[src/rtl/ivector_pkg.sv]
// ============================================================================
//  Module      : ivector_pkg
//  Description : Shared constants, FSM state type and header field helpers
//                for the IVector request deframer.
//  Revision    : 1.0 - initial release
// ============================================================================
`default_nettype none

package ivector_pkg;

  // Default number of legal method indices carried in a header
  localparam int NUM_METH       = 10;

  // Header layout: method index in the upper half, payload length below it
  localparam int HDR_WORD_WIDTH = 32;
  localparam int HDR_METH_LSB   = 16;
  localparam int HDR_LEN_WIDTH  = 16;
  localparam int HDR_METH_WIDTH = HDR_WORD_WIDTH - HDR_METH_LSB;

  // Frame parser states
  typedef enum logic [1:0] {
    HDR     = 2'd0,
    PAYLOAD = 2'd1,
    DROP    = 2'd2
  } state_t;

  // Method index field of a header word
  function automatic logic [HDR_METH_WIDTH-1:0] hdr_meth(
    input logic [HDR_WORD_WIDTH-1:0] word
  );
    return word[HDR_WORD_WIDTH-1:HDR_METH_LSB];
  endfunction

  // Payload length field of a header word
  function automatic logic [HDR_LEN_WIDTH-1:0] hdr_len(
    input logic [HDR_WORD_WIDTH-1:0] word
  );
    return word[HDR_LEN_WIDTH-1:0];
  endfunction

  // A method index is usable only if it addresses an existing FIFO
  function automatic logic meth_is_valid(
    input logic [HDR_METH_WIDTH-1:0] meth,
    input int                        num_meth
  );
    return int'(meth) < num_meth;
  endfunction

endpackage

`default_nettype wire

[src/rtl/ivector_request_deframer_say_hold_buffer.sv]
// ============================================================================
//  Module      : say_hold_buffer
//  Description : Single-entry holding register for one say(meth, v) call.
//                Fires when full and downstream is ready; a load in the same
//                cycle as a fire replaces the entry and keeps it full.
//  Revision    : 1.0 - initial release
// ============================================================================
`default_nettype none

module say_hold_buffer #(
  parameter int WIDTH = 32
) (
  input  logic             clk,
  input  logic             rst,
  input  logic             load,
  input  logic [WIDTH-1:0] load_meth,
  input  logic [WIDTH-1:0] load_v,
  input  logic             rdy,
  output logic             full,
  output logic             fire,
  output logic [WIDTH-1:0] meth,
  output logic [WIDTH-1:0] v
);

  logic             r_full;
  logic [WIDTH-1:0] r_meth;
  logic [WIDTH-1:0] r_v;

  // Entry leaves only when it is present and downstream takes it
  assign fire = r_full && rdy;
  assign full = r_full;
  assign meth = r_meth;
  assign v    = r_v;

  // Occupancy: load wins over fire so fire+load leaves the buffer full
  always_ff @(posedge clk) begin
    if (rst) begin
      r_full <= 1'b0;
    end else if (load) begin
      r_full <= 1'b1;
    end else if (fire) begin
      r_full <= 1'b0;
    end
  end

  // Payload registers hold steady until the next load
  always_ff @(posedge clk) begin
    if (rst) begin
      r_meth <= '0;
      r_v    <= '0;
    end else if (load) begin
      r_meth <= load_meth;
      r_v    <= load_v;
    end
  end

endmodule

`default_nettype wire

[src/rtl/ivector_request_deframer.sv]
// ============================================================================
//  Module      : ivector_request_deframer
//  Description : Parses a 32-bit framed word stream (header + L payload
//                words) into say(meth, v) calls for the IVector FIFO vector.
//                Frames naming an unknown method are swallowed and counted.
//  Revision    : 1.0 - initial release
// ============================================================================
`default_nettype none

module ivector_request_deframer #(
  parameter int NUM_METH   = ivector_pkg::NUM_METH,
  parameter int DATA_WIDTH = 32,
  parameter int LEN_WIDTH  = 16,
  parameter int ERR_WIDTH  = 16
) (
  input  logic                  CLK,
  input  logic                  RST,
  input  logic                  i_in_enq_ena,
  input  logic [DATA_WIDTH-1:0] i_in_enq_v,
  output logic                  o_in_enq_rdy,
  output logic                  o_out_say_ena,
  output logic [DATA_WIDTH-1:0] o_out_say_meth,
  output logic [DATA_WIDTH-1:0] o_out_say_v,
  input  logic                  i_out_say_rdy,
  output logic                  frame_err,
  output logic [ERR_WIDTH-1:0]  err_count,
  output logic [DATA_WIDTH-1:0] msg_count
);

  import ivector_pkg::*;

  state_t                    r_state;
  state_t                    w_state_nxt;
  logic [LEN_WIDTH-1:0]      r_remaining;
  logic [LEN_WIDTH-1:0]      w_remaining_nxt;
  logic [DATA_WIDTH-1:0]     r_cur_meth;
  logic [DATA_WIDTH-1:0]     w_cur_meth_nxt;

  logic                      w_buf_full;
  logic                      w_fire;
  logic                      w_enq_rdy;
  logic                      w_accept;
  logic                      w_load;
  logic                      w_msg_done;
  logic                      w_bad_hdr;
  logic [HDR_METH_WIDTH-1:0] w_hdr_meth;
  logic [HDR_LEN_WIDTH-1:0]  w_hdr_len;
  logic                      w_meth_ok;

  assign w_hdr_meth = hdr_meth(i_in_enq_v);
  assign w_hdr_len  = hdr_len(i_in_enq_v);
  assign w_meth_ok  = meth_is_valid(w_hdr_meth, NUM_METH);

  // Headers and dropped words are always welcome; payload needs buffer room
  always_comb begin
    w_enq_rdy = 1'b1;
    if (r_state == PAYLOAD) begin
      w_enq_rdy = !w_buf_full || w_fire;
    end
  end

  assign o_in_enq_rdy  = w_enq_rdy;
  assign w_accept      = i_in_enq_ena && w_enq_rdy;
  assign o_out_say_ena = w_fire;

  // Frame parser: next state, length countdown, latched method, side effects
  always_comb begin
    w_state_nxt     = r_state;
    w_remaining_nxt = r_remaining;
    w_cur_meth_nxt  = r_cur_meth;
    w_load          = 1'b0;
    w_msg_done      = 1'b0;
    w_bad_hdr       = 1'b0;
    case (r_state)
      HDR: begin
        if (w_accept) begin
          if (!w_meth_ok) begin
            w_bad_hdr = 1'b1;
            if (w_hdr_len != '0) begin
              w_remaining_nxt = LEN_WIDTH'(w_hdr_len);
              w_state_nxt     = DROP;
            end
          end else if (w_hdr_len == '0) begin
            w_msg_done = 1'b1;
          end else begin
            w_cur_meth_nxt  = DATA_WIDTH'(w_hdr_meth);
            w_remaining_nxt = LEN_WIDTH'(w_hdr_len);
            w_state_nxt     = PAYLOAD;
          end
        end
      end
      PAYLOAD: begin
        if (w_accept) begin
          w_load          = 1'b1;
          w_remaining_nxt = r_remaining - LEN_WIDTH'(1);
          if (r_remaining == LEN_WIDTH'(1)) begin
            w_msg_done  = 1'b1;
            w_state_nxt = HDR;
          end
        end
      end
      DROP: begin
        if (w_accept) begin
          w_remaining_nxt = r_remaining - LEN_WIDTH'(1);
          if (r_remaining == LEN_WIDTH'(1)) begin
            w_state_nxt = HDR;
          end
        end
      end
      default: begin
        w_state_nxt = HDR;
      end
    endcase
  end

  // Parser state registers
  always_ff @(posedge CLK) begin
    if (RST) begin
      r_state     <= HDR;
      r_remaining <= '0;
      r_cur_meth  <= '0;
    end else begin
      r_state     <= w_state_nxt;
      r_remaining <= w_remaining_nxt;
      r_cur_meth  <= w_cur_meth_nxt;
    end
  end

  // Bad-header bookkeeping: sticky flag plus saturating count
  always_ff @(posedge CLK) begin
    if (RST) begin
      frame_err <= 1'b0;
      err_count <= '0;
    end else if (w_bad_hdr) begin
      frame_err <= 1'b1;
      if (err_count != '1) begin
        err_count <= err_count + ERR_WIDTH'(1);
      end
    end
  end

  // Completed good frames, free-running wrap
  always_ff @(posedge CLK) begin
    if (RST) begin
      msg_count <= '0;
    end else if (w_msg_done) begin
      msg_count <= msg_count + DATA_WIDTH'(1);
    end
  end

  say_hold_buffer #(
    .WIDTH (DATA_WIDTH)
  ) u_say_buf (
    .clk       (CLK),
    .rst       (RST),
    .load      (w_load),
    .load_meth (r_cur_meth),
    .load_v    (i_in_enq_v),
    .rdy       (i_out_say_rdy),
    .full      (w_buf_full),
    .fire      (w_fire),
    .meth      (o_out_say_meth),
    .v         (o_out_say_v)
  );

endmodule

`default_nettype wire

[config.mk]
export PLATFORM = sky130hd
export DESIGN_NAME = ivector_request_deframer
export DESIGN_NICKNAME = d
export VERILOG_FILES = /design/src/rtl/ivector_pkg.sv /design/src/rtl/ivector_request_deframer_say_hold_buffer.sv /design/src/rtl/ivector_request_deframer.sv
export SDC_FILE = /design/constraint.sdc
export NUM_CORES = 1
export LEC_CHECK = 0
export ABC_CLOCK_PERIOD_IN_PS = 6000
export CORE_UTILIZATION = 50
export DETAILED_ROUTE_END_ITERATION = 8
export PLACE_DENSITY = 0.89
export SLEW_MARGIN = 20
export SYNTH_ARGS = -nofsm -noshare
export SYNTH_HDL_FRONTEND = slang
export SYNTH_SLANG_ARGS = --single-unit
[constraint.sdc]
create_clock -name CLK -period 6 [get_ports CLK]
set_input_delay 1.2 -clock CLK [delete_from_list [all_inputs] [get_ports CLK]]
set_output_delay 1.2 -clock CLK [all_outputs]
set_load 0.01 [all_outputs]
# Yosys cells after proc, flatten, opt, wreduce, memory -nomap -nowiden
# Cells that the tools add are included.
[totals]
regBits = 132
input_bits = 36
out_inout_bits = 115
wordCells = 64
[classes]
mux = 27
reduce_logical = 14
n_bitwise = 1
add_sub_neg = 3
n_lt_le_gt_ge = 1
n_eq_ne = 9
[ops]
columns = ["operator", "n"]
rows = [
  ["two-way mux 16 bit", 5],
  ["adder 32 x 1 -> 32 bit, second input constant", 1],
  ["case mux 16 bit (2 select lines)", 1],
  ["adder 16 x 1 -> 16 bit, second input constant", 1],
  ["equality test 16 x 1 -> 1 bit, second input constant", 1],
  ["logical NOT 16 bit", 1],
  ["less-than comparator 16 x 4 -> 1 bit, second input constant", 1],
  ["!= test 16 bit, second input constant", 1],
  ["nonzero test 16 bit", 1],
  ["subtractor 16 x 1 -> 16 bit, second input constant", 1],
  ["two-way mux 1 bit", 13],
  ["two-way mux 2 bit", 6],
  ["AND reduction 5 bit", 2],
  ["!= test 3 bit, second input constant", 2],
  ["!= test 2 x 1 -> 1 bit, second input constant", 2],
  ["case mux 2 bit (2 select lines)", 1],
  ["AND reduction 4 bit", 1],
  ["nonzero test 2 bit", 2],
  ["equality test 2 x 1 -> 1 bit, second input constant", 1],
  ["equality test 2 bit, second input constant", 1],
  ["logical AND 1 bit", 2],
  ["logical NOT 2 bit", 1],
  ["!= test 2 bit, second input constant", 1],
  ["case mux 1 bit (2 select lines)", 1],
  ["other kinds (5)", 5],
]

# Depth between registers and ports, before layout
# Gate-level depths: netlist of run 1.
[depth]
word_depth = 7
mapped_depth = 8
depth_no_buf = 7

# Modules after synthesis
# Synthesis of run 1 repeated with hierarchy kept, for this count alone.
[unflattened]
cells_unflattened = 750
area_unflattened_um2 = 6849.1
[modules_own_cells]
columns = ["mod", "instances", "area_each_um2", "cells_per_inst", "seq_area_each_um2"]
rows = [
  ["ivector_request_deframer", 1, 4498.1, 539, 1661.6],
  ["say_hold_buffer", 1, 2351.0, 211, 1301.2],
]

# Worst setup path after synthesis of run 1
# No wires, ideal clock.
[synth_path]
kind = "input-to-reg"
startpoint = "input port i_in_enq_v[9]"
endpoint = "register msg_count[9]"
stages = 7
slack_ps = 3112
t_arrival_ps = 2767
path_buffers = 2
setup_time_ps = 121
required_ps = 5879
path_cell_list = "nor4_1 and4_1 buf_2 a32oi_1 buf_2 nor4_1 mux2_2"
[synth_between]
elab_chain_cells = 5
[synth_rtl]
columns = ["item", "line", "rtl"]
rows = [
  ["from (decl)", "ivector_request_deframer.sv:19", "input logic [DATA_WIDTH-1:0] i_in_enq_v,"],
  ["logical NOT 16 bit", "ivector_request_deframer.sv:83", "end else if (w_hdr_len == '0) begin"],
  ["two-way mux 1 bit", "ivector_request_deframer.sv:83", ""],
  ["two-way mux 1 bit", "ivector_request_deframer.sv:77", "if (!w_meth_ok) begin"],
  ["two-way mux 1 bit", "ivector_request_deframer.sv:76", "if (w_accept) begin"],
  ["case mux 1 bit (2 select lines)", "ivector_request_deframer.sv:74", "case (r_state)"],
  ["to (signal assigned)", "ivector_request_deframer.sv:147", "msg_count <= msg_count + DATA_WIDTH'(1);"],
  ["to (decl)", "ivector_request_deframer.sv:27", "output logic [DATA_WIDTH-1:0] msg_count"],
]
# Every way passes these cells.
# A chain may end at the register's enable or synchronous reset.

# Final worst setup path of run 1
[layout_path]
startpoint = "input port i_out_say_rdy"
endpoint = "output port o_in_enq_rdy"
[layout_between]
elab_chain_cells = 3
[layout_rtl]
columns = ["item", "line", "rtl"]
rows = [
  ["from (decl)", "ivector_request_deframer.sv:24", "input logic i_out_say_rdy,"],
  ["logical AND 1 bit", "ivector_request_deframer_say_hold_buffer.sv:30", "assign fire = r_full && rdy;"],
  ["logical OR 1 bit", "ivector_request_deframer.sv:58", "w_enq_rdy = !w_buf_full || w_fire;"],
  ["two-way mux 1 bit", "ivector_request_deframer.sv:57", "if (r_state == PAYLOAD) begin"],
  ["to (decl)", "ivector_request_deframer.sv:20", "output logic o_in_enq_rdy,"],
]
# Every way passes these cells.

==> results of run 1 <==
sequential cells by signal (all words and copies together), names as in the netlist:
register and count:
u_say_buf.meth 16, u_say_buf.full 1, u_say_buf.v 32, frame_err 1, err_count 16, r_state 2, r_cur_meth 16, r_remaining 16
msg_count 32
through the flow:
step / utilization / std cells
2_1_floorplan: - / 779
3_5_place_dp: 0.6220 / 1005
3_3_place_gp: 0.6220 / 1005
4_1_cts: 0.6694 / 1037
6_report: 0.6697 / 1037
5_1_grt: 0.6697 / 1037
cell families after synthesis:
| group | after synthesis | synth area share |
|---|---|---|
| simple gates | 362 | 0.2980 |
| xor+xnor | 2 | 0.002852 |
| mux | 31 | 0.05580 |
| fa+ha+maj | 6 | 0.01222 |
| flops | 132 | 0.4301 |
| compound gates | 157 | 0.1438 |
| buf+inv | 73 | 0.05662 |
| other cells | 1 | 0.0006104 |
synth_stat cells (6+ instances only):
| master | number | area, sq um |
|---|---|---|
| dfxtp_1 | 132 | 2643 |
| o31ai_1 | 9 | 67.56 |
| nand4_1 | 14 | 87.58 |
| inv_1 | 13 | 48.80 |
| nor3_1 | 19 | 95.09 |
| mux2_2 | 26 | 292.8 |
| and3_1 | 11 | 68.82 |
| nand3_1 | 18 | 90.09 |
| nor4_1 | 17 | 106.4 |
| a21oi_1 | 92 | 460.4 |
| ha_1 | 6 | 75.07 |
| nor2_1 | 51 | 191.4 |
| buf_4 | 16 | 120.1 |
| clkbuf_1 | 35 | 131.4 |
| or3_1 | 6 | 37.54 |
| or4_1 | 15 | 112.6 |
| nor2b_1 | 36 | 225.2 |
| o21ai_0 | 34 | 170.2 |
| and2_1 | 14 | 87.58 |
| nand2_1 | 140 | 525.5 |
layer usage:
layer	part of all wire	wire length, um
met5	0	0
met4	0.012	182
met3	0.068	1057
met2	0.48	7542
met1	0.44	6860
worst min path at each step:
stage                        start            endpoint  slack (ps)  depth (start not counted)
floorplan           r_cur_meth[10]  u_say_buf.meth[10]         430                          2
global route        r_cur_meth[13]  u_say_buf.meth[13]         470                          2
CTS                 r_cur_meth[13]  u_say_buf.meth[13]         450                          2
finish              r_cur_meth[15]  u_say_buf.meth[15]         450                          2
detailed placement   r_cur_meth[5]   u_say_buf.meth[5]         440                          2
global placement     r_cur_meth[5]   u_say_buf.meth[5]         440                          2
power by group:
part	total [mW]	internal, mW	switching (mW)
registers	0.908	0.891	0.0177
logic	0.190	0.0751	0.115
clock network	0.988	0.589	0.398
worst max-delay path: cells and delay by family:
kind / cells / cell delay (ps)
simple gates: 1 / 200
buf+inv: 2 / 1110
cells in the final DEF, fill, tap and decap left out, drive strengths merged, types with 11 or more instances in the layout:
cell / instances
clkdlybuf4s50: 133
a21oi: 92
inv: 18
nor2: 51
nand2: 140
dfxtp: 132
or4: 16
clkbuf: 20
o21ai: 35
nor3: 19
conb: 16
and3: 11
nand3: 19
nor4: 21
and2: 14
nand4: 15
nor2b: 36
mux2: 26
layout make-up:
cell class,count,area (sq um),area share
Sequential cell,132,2643,0.3285
Tap cell,147,183.9,0.02287
Multi-Input combinational cell,574,3219,0.4002
Inverter,13,48.80,0.006066
Timing Repair Buffer,139,1380,0.1716
Clock buffer,20,446.7,0.05553
Clock inverter,12,122.6,0.01524
==> results_dict.tcl, run 1 <==
set metrics [dict create \
    outcome "complete, no violations" \
    drive_gt1_frac 0.08427 \
    crit_required_ps 4800 \
    r2r-start "r_state[0]" \
    dpl_cell_area_sq_um 7471 \
    yosysWarnings 0 \
    dieArea_sq_um 12730 \
    first_pass_iters 6 \
    dp_slack_ps 2290 \
    grt-busiest-layer "met2" \
    syn_area_per_cell_sq_um 8.041 \
    reg2reg_slack_ps 3490 \
    cts_tree "yes" \
    n_antenna_cell 0 \
    wl_mm 15.64 \
    rr_endpoint "r_remaining[10]" \
    maxCapViolCount 0 \
    finalSetupTns_ps 0 \
    via_per_inst 5.700 \
    grt_pass1_vias 5257 \
    drtIter0Drc 459 \
    clk_latency_ps 420 \
    core-area_sq_um 12010 \
    synthArstFlopShare 0 \
    finalCriticalPeriod_ps 3714 \
    rsz0062_at_grt "false" \
    syn_area_sq_um 6143 \
    nFillCells 946 \
    synth_seq_area_share 0.4301 \
    synth.ff_latch_count 132 \
    dpl.hpwl_mm 10.51 \
    grt_usage 0.2489 \
    critPathMaxStageDelay_ps 590 \
    p_leak_nw 2.857 \
    cts_max_path_buffers 2 \
    worst_pin_slew_ps 1119 \
    cp.arrival_ps 2510 \
    drc 0 \
    finalMaxSlewViolations 0 \
    routedWlPerCell_um 15.08 \
    critPathKind "primary input to output pin" \
    cts.sinks 132 \
    p_per_area_nw_per_um2 259.3 \
    use_met1 0.3179 \
    synth-edff-count 0 \
    fmax_mhz 269.2 \
    crit_path_end "o_in_enq_rdy" \
    io_pins 151 \
    cpMaxStageDelayCell "clkdlybuf4s50_1" \
    hold_buffers 0 \
    globalplace.congestion 0.8689 \
    use_met2 0.4074 \
    fin_total_pwr_mw 2.086 \
    port_buffers 134 \
    initial_core_util 0.5115 \
    path_cells "clkdlybuf4s50_1, nand3b_1, clkdlybuf4s50_1" \
    hold_viol 0 \
    area_growth_pct 30.94 \
    synthFlopType "dfxtp_1" \
    design_area_sq_um 8044 \
    post_cts.repair.setup_buffers 0 \
    crit_top_cell "clkdlybuf4s50_1" \
    htree_levels 4 \
    setup_viol 0 \
    setup_ws_ps 2286 \
    ctsResizeCount 0 \
    hp-class "flop to flop" \
    final_nets 919 \
    synth_cell_types 53 \
    overflow 0 \
    timing.final.crit_share 0.6190 \
    ir_worst_vdd_mv 0.1565 \
    die_w_um 112.8 \
    cp-end-kind "output pin" \
    use_met3 0.06642 \
    relSlewSlack 0.2528 \
    numCtsBuffers 17 \
    num_rows 40 \
    syn_inst 764 \
    cts.clk_slew.worst_paths_ps 50 \
    grt_max_degree 112 \
    antenna_found_initial 0 \
    dieHeight_um 112.8 \
    rr_worst_depth 6 \
    detail-route-antenna-nets 0 \
    hold_slack_ps 450.1 \
    worstSetupStartpoint "i_out_say_rdy" \
    vias 5911 \
    worstSetupStartpointType "primary input" \
    skew_ps 13.26 \
    grt_pass1_wl_mm 25.48 \
    cp_max_fo 5 \
    cts_root_buffer "clkbuf_16" \
]
Power figures use the tool's default switching activity.
==> inputs of run 2 (changes only) <==
- ABC_CLOCK_PERIOD_IN_PS: 6000 -> 3400
- CORE_UTILIZATION: 50 -> 45
- PLACE_DENSITY: 0.89 -> 0.85
- clock period: 6 -> 3.4 ns (I/O delays scaled with it)
==> results_dict.tcl, run 2 (synthesis results as in run 1) <==
set metrics [dict create \
    cp_max_fo 28 \
    multi_input_area_sq_um 3239 \
    core-area_sq_um 13300 \
    area_growth_pct 32.46 \
    n_antenna_cell 0 \
    cts_max_path_buffers 2 \
    drc 0 \
    post_cts.repair.setup_buffers 0 \
    vias 5862 \
    final_util 0.6121 \
    ctsResizeCount 0 \
    clk_latency_ps 420 \
    grt_usage 0.2256 \
    dieArea_sq_um 14120 \
    holdPathStages 2 \
    detail-route-antenna-nets 0 \
    htree_levels 4 \
    cp-end-kind "flop" \
    routedWlPerCell_um 14.64 \
    critPathMaxStageDelay_ps 440 \
    io_pins 151 \
    nFillCells 1140 \
    crit_required_ps 3710 \
    cp_top_family "simple AND/OR/NAND/NOR gates" \
    cts.clk_slew.worst_paths_ps 60 \
    crit_cells 7 \
    wl_mm 15.71 \
    grt_max_degree 52 \
    finalSetupTns_ps 0 \
    hold_viol 0 \
    crit_buf_inv 2 \
    design_area_sq_um 8138 \
    overflow 0 \
    grt_pass1_vias 5336 \
    final_common_cell "nand2_1" \
    cts_tree "yes" \
    die_w_um 118.8 \
    dpl_cell_area_sq_um 7570 \
    maxCapViolCount 0 \
    first_pass_iters 5 \
    antenna_found_initial 0 \
    dpl.hpwl_mm 10.76 \
    setup_viol 0 \
    cts_root_buffer "clkbuf_16" \
    via_per_inst 5.463 \
    globalplace.congestion 0.8874 \
    worst_pin_slew_ps 996.7 \
    ir_worst_vdd_mv 0.3449 \
    worstSetupStartpointType "primary input" \
    hold_buffers 0 \
    grt_pass1_wl_mm 25.65 \
    cts.sinks 132 \
    skew_ps 8.777 \
    initial_core_util 0.4621 \
    p_per_area_nw_per_um2 450.2 \
    port_buffers 134 \
    finalMaxSlewViolations 0 \
    dieHeight_um 118.8 \
    cp.arrival_ps 3050 \
    final_nets 926 \
    finalCriticalPeriod_ps 2745 \
    seqCellArea_sq_um 2643 \
    layout_common_cells "nand2_1, clkdlybuf4s50_1, dfxtp_1" \
    rr_worst_depth 5 \
    outcome "complete, no violations" \
    fin_total_pwr_mw 3.663 \
    hp-class "flop to flop" \
    relSlewSlack 0.3348 \
    critPathKind "primary input to flop" \
    timing.final.crit_share 0.8074 \
    fmax_mhz 364.3 \
    rsz0062_at_grt "false" \
    num_rows 42 \
    cpMaxStageDelayCell "clkdlybuf4s50_1" \
    drtIter0Drc 450 \
    drive_gt1_frac 0.09365 \
    p_leak_nw 2.909 \
    path_cells "clkdlybuf4s50_1, nor4_1, and4_1, a32oi_2, buf_4, nor4b_1, mux2_2" \
    numCtsBuffers 17 \
]
## run 2: cell count changes in the layout (fill, tap and decap cells not counted), sizes merged
cell      change
buf           +7
clkbuf        -2
inv           -1
clkinvlp      +1
clkinv        +2
## run 2: final timing paths
kind                              to            from  slack [ps]
setup / recovery       msg_count[28]   i_in_enq_v[9]         650
hold / removal    u_say_buf.meth[10]  r_cur_meth[10]         450
setup reg to reg       msg_count[25]    msg_count[2]         890
hold reg to reg   u_say_buf.meth[10]  r_cur_meth[10]         450
## run 2: power breakdown
part           internal [mW]  total (mW)  switching, mW
sequential              1.57        1.60         0.0281
combinational          0.136       0.338          0.202
clock                   1.01        1.73          0.714
## run 2: through the flow
step | hold slack [ps] | cells | setup WS, ps
final | 447.3 | 1073 | 654.8
after global routing | 472.2 | 1073 | 470.6
after CTS | 449.4 | 1073 | 673.7
after detailed placement | 441.1 | 1041 | 213.4
after global placement | 435.8 | 1041 | 266.9
after floorplan | 427.3 | 779 | 1032
## run 2: area by class of cell
type	count	area share
tap	176	0.02706
clock buffer	18	0.05274
clock inverter	14	0.01584
timing repair buffer	146	0.1756
multi-input combinational	574	0.3981
inverter	13	0.005996
sequential	132	0.3247
## run 2: tightest hold or removal path, delay by kind of cell (launching register included)
family           cells  cell delay, ps
AO/OA/AOI/OAI        1              50
flip-flops           1             300
AND/OR/NAND/NOR      1              50
## run 2: per-layer routing
layer  wire [um]  global-route usage
met4         244             0.06646
met5           0                   0
met2        7472              0.3659
met1        6910              0.2866
met3        1077             0.07088
